--- src/rtl/twiddle_table_loader_pkg.sv ---
// Shared twiddle symmetry definitions: octant -> (swap, sign) map and mirror-address rule.
// The twiddle-convert stage imports the same package so both ends agree on one symmetry.
package twiddle_table_loader_pkg;

    typedef enum logic [1:0] {
        ST_IDLE,
        ST_LOAD,
        ST_DONE
    } state_e;

    typedef struct packed {
        logic swap;
        logic neg_re;
        logic neg_im;
    } sym_map_t;

    // Expected (re, im) from first-octant entry (r, i):
    // 1:(-i,-r) 2:(i,-r) 3:(-r,i) 4:(-r,-i) 5:(i,r); other octants pass through.
    function automatic sym_map_t oct_map(input logic [2:0] oct);
        sym_map_t m;
        case (oct)
            3'd1:    m = '{swap: 1'b1, neg_re: 1'b1, neg_im: 1'b1};
            3'd2:    m = '{swap: 1'b1, neg_re: 1'b0, neg_im: 1'b1};
            3'd3:    m = '{swap: 1'b0, neg_re: 1'b1, neg_im: 1'b0};
            3'd4:    m = '{swap: 1'b0, neg_re: 1'b1, neg_im: 1'b1};
            3'd5:    m = '{swap: 1'b1, neg_re: 1'b0, neg_im: 1'b0};
            default: m = '{swap: 1'b0, neg_re: 1'b0, neg_im: 1'b0};
        endcase
        return m;
    endfunction

    // Odd octants read the table mirrored (address -low mod T).
    function automatic logic oct_mirrored(input logic [2:0] oct);
        return oct[0];
    endfunction

    function automatic logic oct_checked(input logic [2:0] oct);
        return (oct >= 3'd1) && (oct <= 3'd5);
    endfunction

endpackage

--- src/rtl/twiddle_table_loader_symmetry.sv ---
// Combinational octant symmetry: first-octant entry (r, i) -> expected twiddle in octant oct.
module twiddle_symmetry
    import twiddle_table_loader_pkg::*;
#(
    parameter int WIDTH = 16
) (
    input  logic [2:0]       oct,
    input  logic [WIDTH-1:0] tab_r,
    input  logic [WIDTH-1:0] tab_i,
    output logic [WIDTH-1:0] exp_r,
    output logic [WIDTH-1:0] exp_i
);

    sym_map_t         map_s;
    logic [WIDTH-1:0] sel_r;
    logic [WIDTH-1:0] sel_i;

    assign map_s = oct_map(oct);
    assign sel_r = map_s.swap ? tab_i : tab_r;
    assign sel_i = map_s.swap ? tab_r : tab_i;
    // Negation wraps at WIDTH bits, matching the converter's arithmetic.
    assign exp_r = map_s.neg_re ? (WIDTH'(0) - sel_r) : sel_r;
    assign exp_i = map_s.neg_im ? (WIDTH'(0) - sel_i) : sel_i;

endmodule

--- src/rtl/twiddle_table_loader.sv ---
// Loads the first octant of a streamed N-point twiddle table, checks octants 1..5 against
// symmetry, and serves the stored octant through a registered read port.
module twiddle_table_loader
    import twiddle_table_loader_pkg::*;
#(
    parameter int LOG_N = 6,
    parameter int WIDTH = 16
) (
    input  logic             clock,
    input  logic             reset_n,
    input  logic             load_start,
    input  logic             in_valid,
    output logic             in_ready,
    input  logic [WIDTH-1:0] in_data_r,
    input  logic [WIDTH-1:0] in_data_i,
    output logic             busy,
    output logic             done,
    output logic             table_valid,
    output logic             err,
    output logic [LOG_N-1:0] err_count,
    input  logic [LOG_N-4:0] rd_addr,
    output logic [WIDTH-1:0] rd_data_r,
    output logic [WIDTH-1:0] rd_data_i
);

    localparam int TAW = LOG_N - 3;
    localparam int T   = 1 << TAW;

    state_e             state_q, state_d;
    logic [LOG_N-1:0]   k_q, k_d;
    logic               last_q, last_d;
    logic               chk_en_q, chk_en_d;
    logic [2:0]         chk_oct_q, chk_oct_d;
    logic [WIDTH-1:0]   chk_r_q, chk_r_d;
    logic [WIDTH-1:0]   chk_i_q, chk_i_d;
    logic               err_q, err_d;
    logic [LOG_N-1:0]   err_count_q, err_count_d;
    logic               table_valid_q, table_valid_d;

    logic [2*WIDTH-1:0] table_mem [T];
    logic [2*WIDTH-1:0] chk_word_q;
    logic [2*WIDTH-1:0] rd_word_q;

    logic               accept;
    logic [2:0]         oct;
    logic [TAW-1:0]     low;
    logic [TAW-1:0]     mirror_addr;
    logic               wr_en;
    logic [WIDTH-1:0]   exp_r;
    logic [WIDTH-1:0]   exp_i;
    logic               mismatch;

    // in_ready drops while the final beat drains so the wrapped k cannot take a stray beat.
    assign in_ready    = (state_q == ST_LOAD) && !last_q;
    assign busy        = (state_q == ST_LOAD);
    assign done        = (state_q == ST_DONE);
    assign table_valid = table_valid_q;
    assign err         = err_q;
    assign err_count   = err_count_q;
    assign {rd_data_r, rd_data_i} = rd_word_q;

    assign accept      = in_valid && in_ready;
    assign oct         = k_q[LOG_N-1 -: 3];
    assign low         = k_q[TAW-1:0];
    assign mirror_addr = oct_mirrored(oct) ? (TAW'(0) - low) : low;
    assign wr_en       = accept && (oct == 3'd0);

    twiddle_symmetry #(.WIDTH(WIDTH)) u_symmetry (
        .oct   (chk_oct_q),
        .tab_r (chk_word_q[2*WIDTH-1:WIDTH]),
        .tab_i (chk_word_q[WIDTH-1:0]),
        .exp_r (exp_r),
        .exp_i (exp_i)
    );

    assign mismatch = chk_en_q && ((exp_r != chk_r_q) || (exp_i != chk_i_q));

    always_comb begin
        state_d       = state_q;
        k_d           = k_q;
        last_d        = 1'b0;
        chk_en_d      = 1'b0;
        chk_oct_d     = chk_oct_q;
        chk_r_d       = chk_r_q;
        chk_i_d       = chk_i_q;
        err_d         = err_q;
        err_count_d   = err_count_q;
        table_valid_d = table_valid_q;

        case (state_q)
            ST_LOAD: begin
                if (accept) begin
                    k_d       = k_q + LOG_N'(1);
                    chk_en_d  = oct_checked(oct) && (low != '0);
                    chk_oct_d = oct;
                    chk_r_d   = in_data_r;
                    chk_i_d   = in_data_i;
                    last_d    = &k_q;
                end
                if (last_q) begin
                    state_d       = ST_DONE;
                    table_valid_d = 1'b1;
                end
            end
            ST_DONE: state_d = ST_IDLE;
            default: state_d = state_q;
        endcase

        if (mismatch) begin
            err_d = 1'b1;
            if (err_count_q != '1) begin
                err_count_d = err_count_q + LOG_N'(1);
            end
        end

        // A restart wins over everything, including a beat in flight.
        if (load_start) begin
            state_d       = ST_LOAD;
            k_d           = '0;
            last_d        = 1'b0;
            chk_en_d      = 1'b0;
            err_d         = 1'b0;
            err_count_d   = '0;
            table_valid_d = 1'b0;
        end
    end

    always_ff @(posedge clock) begin
        if (!reset_n) begin
            state_q       <= ST_IDLE;
            k_q           <= '0;
            last_q        <= 1'b0;
            chk_en_q      <= 1'b0;
            chk_oct_q     <= '0;
            chk_r_q       <= '0;
            chk_i_q       <= '0;
            err_q         <= 1'b0;
            err_count_q   <= '0;
            table_valid_q <= 1'b0;
        end else begin
            state_q       <= state_d;
            k_q           <= k_d;
            last_q        <= last_d;
            chk_en_q      <= chk_en_d;
            chk_oct_q     <= chk_oct_d;
            chk_r_q       <= chk_r_d;
            chk_i_q       <= chk_i_d;
            err_q         <= err_d;
            err_count_q   <= err_count_d;
            table_valid_q <= table_valid_d;
        end
    end

    // Table RAM: one write port plus the check read port; contents survive reset.
    always_ff @(posedge clock) begin
        if (wr_en) begin
            table_mem[low] <= {in_data_r, in_data_i};
        end
        chk_word_q <= table_mem[mirror_addr];
    end

    always_ff @(posedge clock) begin
        if (!reset_n) begin
            rd_word_q <= '0;
        end else begin
            rd_word_q <= table_mem[rd_addr];
        end
    end

endmodule
--- config.mk ---
export PLATFORM = sky130hd
export DESIGN_NAME = twiddle_table_loader
export DESIGN_NICKNAME = d
export VERILOG_FILES = /design/src/rtl/twiddle_table_loader_pkg.sv /design/src/rtl/twiddle_table_loader_symmetry.sv /design/src/rtl/twiddle_table_loader.sv
export SDC_FILE = /design/constraint.sdc
export NUM_CORES = 1
export LEC_CHECK = 0
export ABC_AREA = 1
export BUFFER_PORTS_ARGS = -buffer_cell sky130_fd_sc_hd__buf_2
export CAP_MARGIN = 20
export CORE_MARGIN = 10
export CORE_UTILIZATION = 35
export CTS_CLUSTER_SIZE = 30
export DETAILED_ROUTE_END_ITERATION = 7
export SLEW_MARGIN = 20
export SYNTH_ARGS = -nofsm -noshare
export SYNTH_HDL_FRONTEND = slang
export SYNTH_SLANG_ARGS = --single-unit
export TNS_END_PERCENT = 10
--- constraint.sdc ---
create_clock -name clock -period 5.55 [get_ports clock]
set_clock_uncertainty 0.2 [all_clocks]
set_input_delay 0.8325 -clock clock [delete_from_list [all_inputs] [get_ports clock]]
set_output_delay 0.8325 -clock clock [all_outputs]
set_load 0.005 [all_outputs]
=== After elaboration in Yosys (flattened, before gate mapping) ===
Memory sizes are Yosys's and may differ from the RTL's. A register that Yosys moved wholly into a read port is not among the register bits.
Cells that the tools add are included.

* Add/subtract/negate cells: 5
* Order comparisons: 2
* Eq/ne operators: 12
* Mux-type cells: 11
* Bitwise gates (word level): 3
* Reduce and logical (&&, ||, !) cells: 21

{| class="wikitable"
|+ Operators with widths
! operator !! number
|-
| $mux 16 || 4
|-
| $ne 16x16->1 || 2
|-
| $sub 1x16->16 const A || 2
|-
| $pmux 3 s5 || 1
|-
| $add 6x1->6 const B || 2
|-
| $reduce_and 2->1 || 5
|-
| $eq 3x2->1 const B || 2
|-
| $eq 3x3->1 const B || 2
|-
| $logic_and 1x1->1 || 6
|-
| $ne 6x6->1 const B || 1
|-
| $reduce_and 6->1 || 1
|-
| $reduce_bool 3->1 || 2
|-
| $pmux 2 s2 || 1
|-
| $reduce_or 4->1 || 1
|-
| $eq 3x1->1 const B || 1
|-
| $ge 3x1->1 const B || 1
|-
| $le 3x3->1 const B || 1
|-
| $logic_not 3->1 || 1
|-
| $mux 1 || 3
|-
| $mux 3 || 1
|-
| $ne 3x2->1 const B || 1
|-
| $not 1->1 || 3
|-
| $sub 1x3->3 const A || 1
|-
| $eq 2x1->1 const B || 1
|-
| 7 further kinds || 8
|}

* Register bits: 53
* RAM bits: 256
* Bits of input ports: 39
* Output and inout port bits: 43
* Word-level logic and storage cells: 66
* Memories kept: 1

{| class="wikitable"
|+ Memory list
! name !! words !! width !! read ports !! clocked after Yosys merged registers in !! write ports !! line !! source
|-
| table_mem || 8 || 32 || 2 || 2 || 1 || twiddle_table_loader.sv:40 || <nowiki>logic [2*WIDTH-1:0] table_mem [T];</nowiki>
|}

=== Longest topological paths before layout ===
Gate-level depths: netlist of run 1.

* Depth in word-level cells: 9
* Mapped depth: 25
* Depth with buffers taken out: 24

=== By module ===
A second synthesis of run 1 with hierarchy kept.

* Cells, all modules: 1980
* Area, all modules: 17723.2 µm²

{| class="wikitable"
|+ By module, submodules not included
! module !! instances !! cells an instance !! area each (µm²) !! seq. area each (µm²)
|-
| twiddle_table_loader || 1 || 1634 || 16102.9 || 10029.6
|-
| twiddle_symmetry || 1 || 346 || 1620.3 || 0.0
|}

=== Worst setup path after synthesis of run 1 ===
No wires, ideal clock.

* Path kind: input port to flip-flop
* From: input in_valid
* To: memory table_mem[6][0] in the netlist's numbering (enable)
* Library setup time: 0.461 ns
* Arrival time: 3.505 ns
* Required time: 4.889 ns
* Slack: 1.384 ns
* Cell stages on the path: 3
* Path buffers: 1
* Cells stage by stage: buf_1 nand3_1 nor3_1

* Longest elaborated chain between the ends: 4

{| class="wikitable"
|+ RTL lines
! what !! line !! source
|-
| start, declared || twiddle_table_loader.sv:12 || <nowiki>input logic in_valid,</nowiki>
|-
| $logic_and 1x1->1 || twiddle_table_loader.sv:62 || <nowiki>assign accept = in_valid && in_ready;</nowiki>
|-
| $logic_and 1x1->1 || twiddle_table_loader.sv:66 || <nowiki>assign wr_en = accept && (oct == 3'd0);</nowiki>
|-
| $mux 1 || twiddle_table_loader.sv:156 || <nowiki>if (wr_en) begin</nowiki>
|-
| $mux 1 (not written as such) || twiddle_table_loader.sv:157 || <nowiki>table_mem[low] <= {in_data_r, in_data_i};</nowiki>
|-
| end, declared || twiddle_table_loader.sv:40 ||
|}

No other way between the ends.

=== Worst setup path after layout of run 1 ===
* From: register chk_oct_q[2]
* To: register err_count_q[3] (netlist: err_count[3])

* Longest elaborated chain between the ends: 9
* Elaborated cells on any way between the ends: 17
* Those cells by class: add/sub: 2; eq/ne: 7; mux: 5; reduce/logical: 3

{| class="wikitable"
|+ RTL lines
! what !! line !! source
|-
| start, declared || twiddle_table_loader.sv:33 || <nowiki>logic [2:0] chk_oct_q, chk_oct_d;</nowiki>
|-
| start signal, assigned || twiddle_table_loader.sv:145 || <nowiki>chk_oct_q <= chk_oct_d;</nowiki>
|-
| $eq 3x3->1 (tied with other cells) || twiddle_table_loader_pkg.sv:21 || <nowiki>case (oct)</nowiki>
|-
| $pmux 3 s5 (*) || twiddle_table_loader_pkg.sv:21 ||
|-
| $mux 16 (on tied branches) || twiddle_table_loader_symmetry.sv:19, twiddle_table_loader_symmetry.sv:20 ||
|-
| $sub 1x16->16 (on tied branches) || twiddle_table_loader_symmetry.sv:22, twiddle_table_loader_symmetry.sv:23 ||
|-
| $mux 16 (on tied branches) || twiddle_table_loader_symmetry.sv:22, twiddle_table_loader_symmetry.sv:23 ||
|-
| $ne 16x16->1 || twiddle_table_loader.sv:76 || <nowiki>assign mismatch = chk_en_q && ((exp_r != chk_r_q) || (exp_i != chk_i_q));</nowiki>
|-
| $logic_or 1x1->1 (*) || twiddle_table_loader.sv:76 ||
|-
| $logic_and 1x1->1 (*) || twiddle_table_loader.sv:76 ||
|-
| $reduce_and 2->1 (no source line) (*) || -- ||
|-
| end signal, assigned || twiddle_table_loader.sv:149 || <nowiki>err_count_q <= err_count_d;</nowiki>
|-
| end, declared || twiddle_table_loader.sv:37 || <nowiki>logic [LOG_N-1:0] err_count_q, err_count_d;</nowiki>
|}

Mark *: on every way between the ends. The rest lies on a longest branch, timed or not.
A chain may end at the register's enable or synchronous reset.

==> flow_summary.yaml, run 1 <==
synthesis:
  synth_area_sq_um: 17500
  synth_fp_nets: 2021
  synth_seq_cells: 373
  yosysWarnings: 0
  synth.avg_cell_area_sq_um: 8.84
  yosys.area.top_type_share: 0.440
  yosysTopAreaCell: "edfxtp_1"
  syn_inst: 1976
  synth_area_leaders: "edfxtp_1, dfxtp_1, o21ai_0"
  synth.distinct_cells: 35
  synth-seq-area-share: 0.574
grt:
  grt-ovfl-total: 0
  antenna_found_initial: 4
  grt_max_degree: 74
  grt_pass1_vias: 13600
  grt_usage: 0.176
  grt_pass1_wl_mm: 81.8
clocking:
  worstSkewPairLatency_ns: 0.57
  cts_resized: 0
  h-tree-depth: 2
  cts-buffers-inserted: 41
  postCtsHoldBufs: 0
  clock-root-buffer: "clkbuf_16"
  cts.sinks: 373
  cts_setup_buffers: 0
  clock_path_buffers: 3
  cts_tree: "yes"
  cts.clk_slew.worst_paths_ns: 0.06
hold_path:
  hp-class: "register to register"
  min_to: "table_valid$_SDFFE_PP0P_"
  worstHoldStart: "table_valid$_SDFFE_PP0P_"
  hold_depth: 2
placement:
  gp_congestion: 0.904
  post_dp_cell_area_sq_um: 18500
  pre_cts_slack_ns: 1.44
  io_buffers: 81
  hpwlAfterDp_mm: 34.5
sta:
  setup_violations: 0
  finalHoldViolations: 0
  relSlewSlack: 0.354
  post-route-period-util: 0.743
  fmax_mhz: 243
  rsz0062_at_grt: "false"
  tightest_slew_ns: 0.966
  setup_tns_ns: 0
  setup_slack_ns: 1.43
  finalCriticalPeriod_ns: 4.12
  finalMaxSlewViolations: 0
worst_setup_path:
  worstPathRequired_ns: 5.83
  cp_max_fo: 30
  r2r_end: "err_count[3]$_SDFFE_PP0P_"
  arrival_ns: 4.40
  startpoint_type: "register"
  rr_worst_depth: 22
  r2r_slack_ns: 1.43
  path_class: "register to register"
  r2r_start: "chk_oct_q[2]$_SDFFE_PN0P_"
  endpoint_kind: "register"
routing:
  wl_per_cell_um: 19.9
  drc_errors: 0
  drt-total-wl_mm: 53.8
  ant_nets: 0
  via_per_inst: 5.36
  vias: 14500
  first_iter_violations: 1308
  drt_pass1_iterations: 6
die:
  coreArea_sq_um: 49200
  die_h_um: 243
  die_x_um: 243
  start_util: 0.355
  ioPinCount: 82
  die_area_sq_um: 59200
  rows: 81
power_and_ir_drop:
  intPower_mw: 4.83
  ir_drop_uv: 192
  p_sw_mw: 1.63
  power_mw: 6.46
  leakagePower_nw: 7.53
  sw_frac_of_total: 0.253
  seqPwrFrac: 0.475
  power.clock.fraction: 0.417
  pwr-share-comb: 0.108
  p_per_area_nw_per_um2: 325
cells_and_area:
  finalInstanceArea_sq_um: 19900
  finalNetCount: 2051
  area_growth_pct: 13.8
  layout-drive-gt1-share: 0.108
job:
  cap_violations: 0
outcome:
  status: "finished, final reports clean"
[layer usage]
metal / global-route usage / wire length [um] / vias to the layer above
li1: - / - / 6884
met1: 0.234 / 23600 / 6985
met2: 0.289 / 25300 / 526
met3: 0.0315 / 3620 / 93
met4: 0.0496 / 1260 / 4
met5: 0 / 17 / -
[area by class of cell]
type / instances / area, sq um
timing repair buffer: 112 / 673
clock buffer: 59 / 1150
antenna: 2 / 5.00
multi-input combinational: 1310 / 6380
fill: 4808 / 29300
clock inverter: 16 / 165
inverter: 168 / 633
tap: 664 / 831
sequential: 373 / 10000
[cell usage after synthesis, drive strengths merged]
cell and instances:
a21oi 207, a31oi 33, buf 24, clkbuf 101
clkinv 3, dfxtp 117, edfxtp 256, ha 6
inv 165, nand2 369, nand3 155, nand3b 8
nand4 10, nor2 149, nor3 5, nor3b 1
o211ai 1, o21ai 312, o21bai 1, o31ai 32
xnor2 3, xor2 18
[registers in the layout (all words and copies together), names as in the netlist]
name / flops
chk_en_q: 1
chk_i_q: 16
chk_oct_q: 3
chk_r_q: 16
chk_word_q: 32
err: 1
err_count: 6
k_q: 6
last_q: 1
rd_word_q: 32
state_q: 2
table_mem: 256
table_valid: 1
[logic make-up after synthesis]
logic type / count (synthesis) / share of synthesized area
flip-flops: 373 / 0.574
AND/OR/NAND/NOR: 697 / 0.169
buffers and inverters: 293 / 0.0653
adder cells (fa/ha/maj): 6 / 0.00430
AO/OA/AOI/OAI: 586 / 0.177
XOR/XNOR: 21 / 0.0105
[stage by stage]
stage          cells  utilization  hold WS (ns)
6_report        2704        0.404         0.251
5_1_grt         2702        0.404         0.277
4_1_cts         2702        0.404         0.256
3_5_place_dp    2627        0.377         0.247
3_3_place_gp    2625        0.376         0.244
2_1_floorplan   1976            -         0.244
[power groups by stage]
stage,sequential [mW],clock [mW],combinational [mW]
floorplan,3.12,0,0.468
global placement,3.13,0,0.685
detailed placement,3.13,0,0.695
CTS,3.07,2.74,0.698
global route,3.07,2.85,0.790
finish,3.07,2.69,0.700
[cell usage in the layout, fill, tap and decap left out, types with 3 or more instances in the layout]
master and count:
o21ai_1 6, inv_6 3, xor2_1 18, inv_1 155
bufinv_16 3, nand3_1 153, o21ai_2 8, nor2_4 8
nor3_1 3, clkbuf_8 6, buf_2 80, nand2_2 10
nand2_1 359, clkinv_1 3, buf_4 30, clkbuf_1 12
dfxtp_1 117, ha_1 6, o21ai_0 296, a31oi_1 33
nand4_1 9, nor2_1 138, clkbuf_16 41, nand3b_1 8
xnor2_1 3, inv_2 9, nor2_2 3, edfxtp_1 256
a21oi_1 207, clkinv_2 11, o31ai_1 32
[how the worst max path moves through the flow]
| stage | endpoint | from | cells after the start |
|---|---|---|---|
| 2_1_floorplan | table_mem[6][0]$_DFFE_PP_ | in_valid | 3 |
| 3_3_place_gp | err_count[0]$_SDFFE_PP0P_ | chk_oct_q[2]$_SDFFE_PN0P_ | 23 |
| 3_5_place_dp | err_count[3]$_SDFFE_PP0P_ | chk_oct_q[2]$_SDFFE_PN0P_ | 22 |
| 4_1_cts | err_count[3]$_SDFFE_PP0P_ | chk_oct_q[2]$_SDFFE_PN0P_ | 22 |
| 5_1_grt | err_count[3]$_SDFFE_PP0P_ | chk_oct_q[2]$_SDFFE_PN0P_ | 22 |
| 6_report | err_count[3]$_SDFFE_PP0P_ | chk_oct_q[2]$_SDFFE_PN0P_ | 22 |
[critical path, stage by stage, from the launching register on]
cell and delay [ns]:
dfxtp_1 0.35, o21ai_2 0.69, nand2_2 0.60, nand2_1 0.22, nand2_1 0.12, ha_1 0.24, inv_1 0.08, nand3_1 0.07
nand2_1 0.09, nand2_1 0.05, nand2_1 0.05, nand2_1 0.04, nor2_1 0.11, nand2_1 0.06, nor2_1 0.11, nand2_1 0.08
nor2_1 0.09, nand3_1 0.11, nor2_2 0.18, nand4_4 0.19, nand3_4 0.14, nand2_1 0.06, a21oi_1 0.13
(Power assumes the default switching activity.)
==> run 2, diff against run 1 <==
clock period = 3.35 ns   (was 5.55 ns; I/O delays follow)
==> flow_summary.yaml, run 2 (synthesized netlist as in run 1, its figures left out) <==
worst_setup_path:
  rr_worst_depth: 24
  worst_path_largest_cell_delay_ns: 0.37
  cp_max_fo: 22
  crit_path_top_delay_cell: "dfxtp_4"
  worstPathRequired_ns: 3.60
  crit_chain: "inv_2 -> nand2_2 -> buf_8 -> nand3_1 -> nand2_2 -> ha_1 -> inv_1 -> nand3_1 -> nand2_1 -> nand2_1 -> nand2_1 -> nand2_1 -> nor2_1 -> nand2_1 -> nor2_2 -> nand2_1 -> nor2_1 -> nand3_1 -> nor2_2 -> nand4_4 -> nand3_4 -> nand2_1 -> nand2_1 -> nor2_1"
  path_class: "register to register"
  arrival_ns: 3.31
  r2r_end: "err_count[0]$_SDFFE_PP0P_"
  crit_top_cell: "nand2_1"
  r2r_start: "chk_oct_q[1]$_SDFFE_PN0P_"
  startpoint_type: "register"
  r2r_slack_ns: 0.28
  critical_path_buf_inv_count: 3
  endpoint_kind: "register"
  crit_family: "simple AND/OR/NAND/NOR gates"
grt:
  grt_pass1_vias: 14000
  grt-ovfl-total: 0
  antenna_found_initial: 3
  grt_usage: 0.177
  grt_max_degree: 129
  grt_pass1_wl_mm: 82.5
routing:
  vias: 14500
  via_per_inst: 5.34
  wl_per_cell_um: 19.8
  drt_pass1_iterations: 5
  drt-total-wl_mm: 54.0
  ant_nets: 0
  drc_errors: 0
  first_iter_violations: 1452
cells_and_area:
  top_register: "table_mem"
  fillers: 4757
  final_cell_mix: "nand2_1, o21ai_0, edfxtp_1"
  layout_commonest_cell: "nand2_1"
  area_growth_pct: 14.9
  multi_input_area_sq_um: 6400
  top_regs: "table_mem: 256 flops, chk_word_q: 32 flops, rd_word_q: 32 flops"
  ff_latch_area_sq_um: 10000
  layout-drive-gt1-share: 0.118
  finalNetCount: 2071
  largest_reg_flops: 256
sta:
  tightest_slew_ns: 0.839
  setup_violations: 0
  rsz0062_at_grt: "false"
  post-route-period-util: 0.916
  finalCriticalPeriod_ns: 3.07
  setup_tns_ns: 0
  fmax_mhz: 326
  relSlewSlack: 0.441
  finalHoldViolations: 0
  finalMaxSlewViolations: 0
  hold_slack_ns: 0.0413
clocking:
  h-tree-depth: 2
  worstSkewPairLatency_ns: 0.56
  cts-buffers-inserted: 41
  clock_path_buffers: 3
  clock-root-buffer: "clkbuf_16"
  cts.sinks: 373
  cts.clk_slew.worst_paths_ns: 0.06
  cts_tree: "yes"
placement:
  io_buffers: 81
  gp_congestion: 0.934
  hpwlAfterDp_mm: 33.8
die:
  ioPinCount: 82
  start_util: 0.355
  die_area_sq_um: 59200
  die_x_um: 243
  rows: 81
  die_h_um: 243
  coreArea_sq_um: 49200
outcome:
  status: "finished, final reports clean"
hold_path:
  hold_depth: 1
  min_to: "table_mem[7][3]$_DFFE_PP_"
  worstHoldStart: "in_data_i[3]"
  hp-class: "input pin to register"
power_and_ir_drop:
  ir_drop_uv: 352
  leakagePower_nw: 7.61
  p_per_area_nw_per_um2: 524
job:
  cap_violations: 0
[run 2: what timing repair did]
action,4_1_cts,5_1_grt
endpoints found under the setup margin,0,7
resized for setup,0,12
setup buffers,0,1
hold endpoints to repair,1,0
hold buffers,1,0
[run 2: worst max-delay path by stage]
stage                                 to  slack, ns  depth (start not counted)                 startpoint
6_report       err_count[0]$_SDFFE_PP0P_       0.28                         24  chk_oct_q[1]$_SDFFE_PN0P_
5_1_grt        err_count[4]$_SDFFE_PP0P_      0.003                         17  chk_oct_q[2]$_SDFFE_PN0P_
4_1_cts        err_count[0]$_SDFFE_PP0P_       0.16                         23  chk_oct_q[1]$_SDFFE_PN0P_
3_5_place_dp   err_count[0]$_SDFFE_PP0P_       0.19                         23  chk_oct_q[1]$_SDFFE_PN0P_
3_3_place_gp   err_count[0]$_SDFFE_PP0P_       0.27                         23  chk_oct_q[1]$_SDFFE_PN0P_
2_1_floorplan  table_mem[7][0]$_DFFE_PP_       0.03                          8    state_q[0]$_SDFFE_PN0P_
[run 2: layer usage]
layer / track usage / vias up / routed length, um
met5: 0 / - / 17
met4: 0.0566 / 4 / 1380
met3: 0.0316 / 88 / 3610
met2: 0.291 / 535 / 25400
met1: 0.233 / 6987 / 23600
li1: - / 6915 / -
[run 2: cell type report]
cell class              instances  area share
diodes                          1    0.000125
repair buffers                132      0.0453
well taps                     664      0.0414
clock buffers                  56      0.0559
inverters                     168      0.0316
multi-input cells            1310       0.319
flip-flops and latches        373       0.500
clock inverters                19     0.00648
[run 2: power breakdown]
group / switching (mW) / leakage [nW] / internal (mW)
clock network: 1.82 / 0.615 / 2.43
registers: 0.0630 / 3.28 / 5.02
logic: 0.811 / 3.71 / 0.366
[run 2: worst reg2reg max path: stages (launching register included)]
cell and delay, ns:
dfxtp_4 0.37, inv_2 0.08, nand2_2 0.08, buf_8 0.16, nand3_1 0.11, nand2_2 0.09
ha_1 0.22, inv_1 0.08, nand3_1 0.09, nand2_1 0.08, nand2_1 0.05, nand2_1 0.06
nand2_1 0.06, nor2_1 0.12, nand2_1 0.08, nor2_2 0.09, nand2_1 0.05, nor2_1 0.09
nand3_1 0.11, nor2_2 0.19, nand4_4 0.16, nand3_4 0.14, nand2_1 0.07, nand2_1 0.07
nor2_1 0.04
[run 2: stage by stage]
stage / worst slack, ns / utilization / total power, mW / cells / instance area (sq um)
detailed placement: 0.188 / 0.381 / 6.34 / 2644 / 18800
CTS: 0.157 / 0.407 / 10.6 / 2720 / 20000
floorplan: 0.0345 / - / 5.94 / 1976 / 17500
finish: 0.282 / 0.408 / 10.5 / 2723 / 20100
global placement: 0.273 / 0.381 / 6.33 / 2644 / 18800
global route: 0.00337 / 0.408 / 11.0 / 2722 / 20100
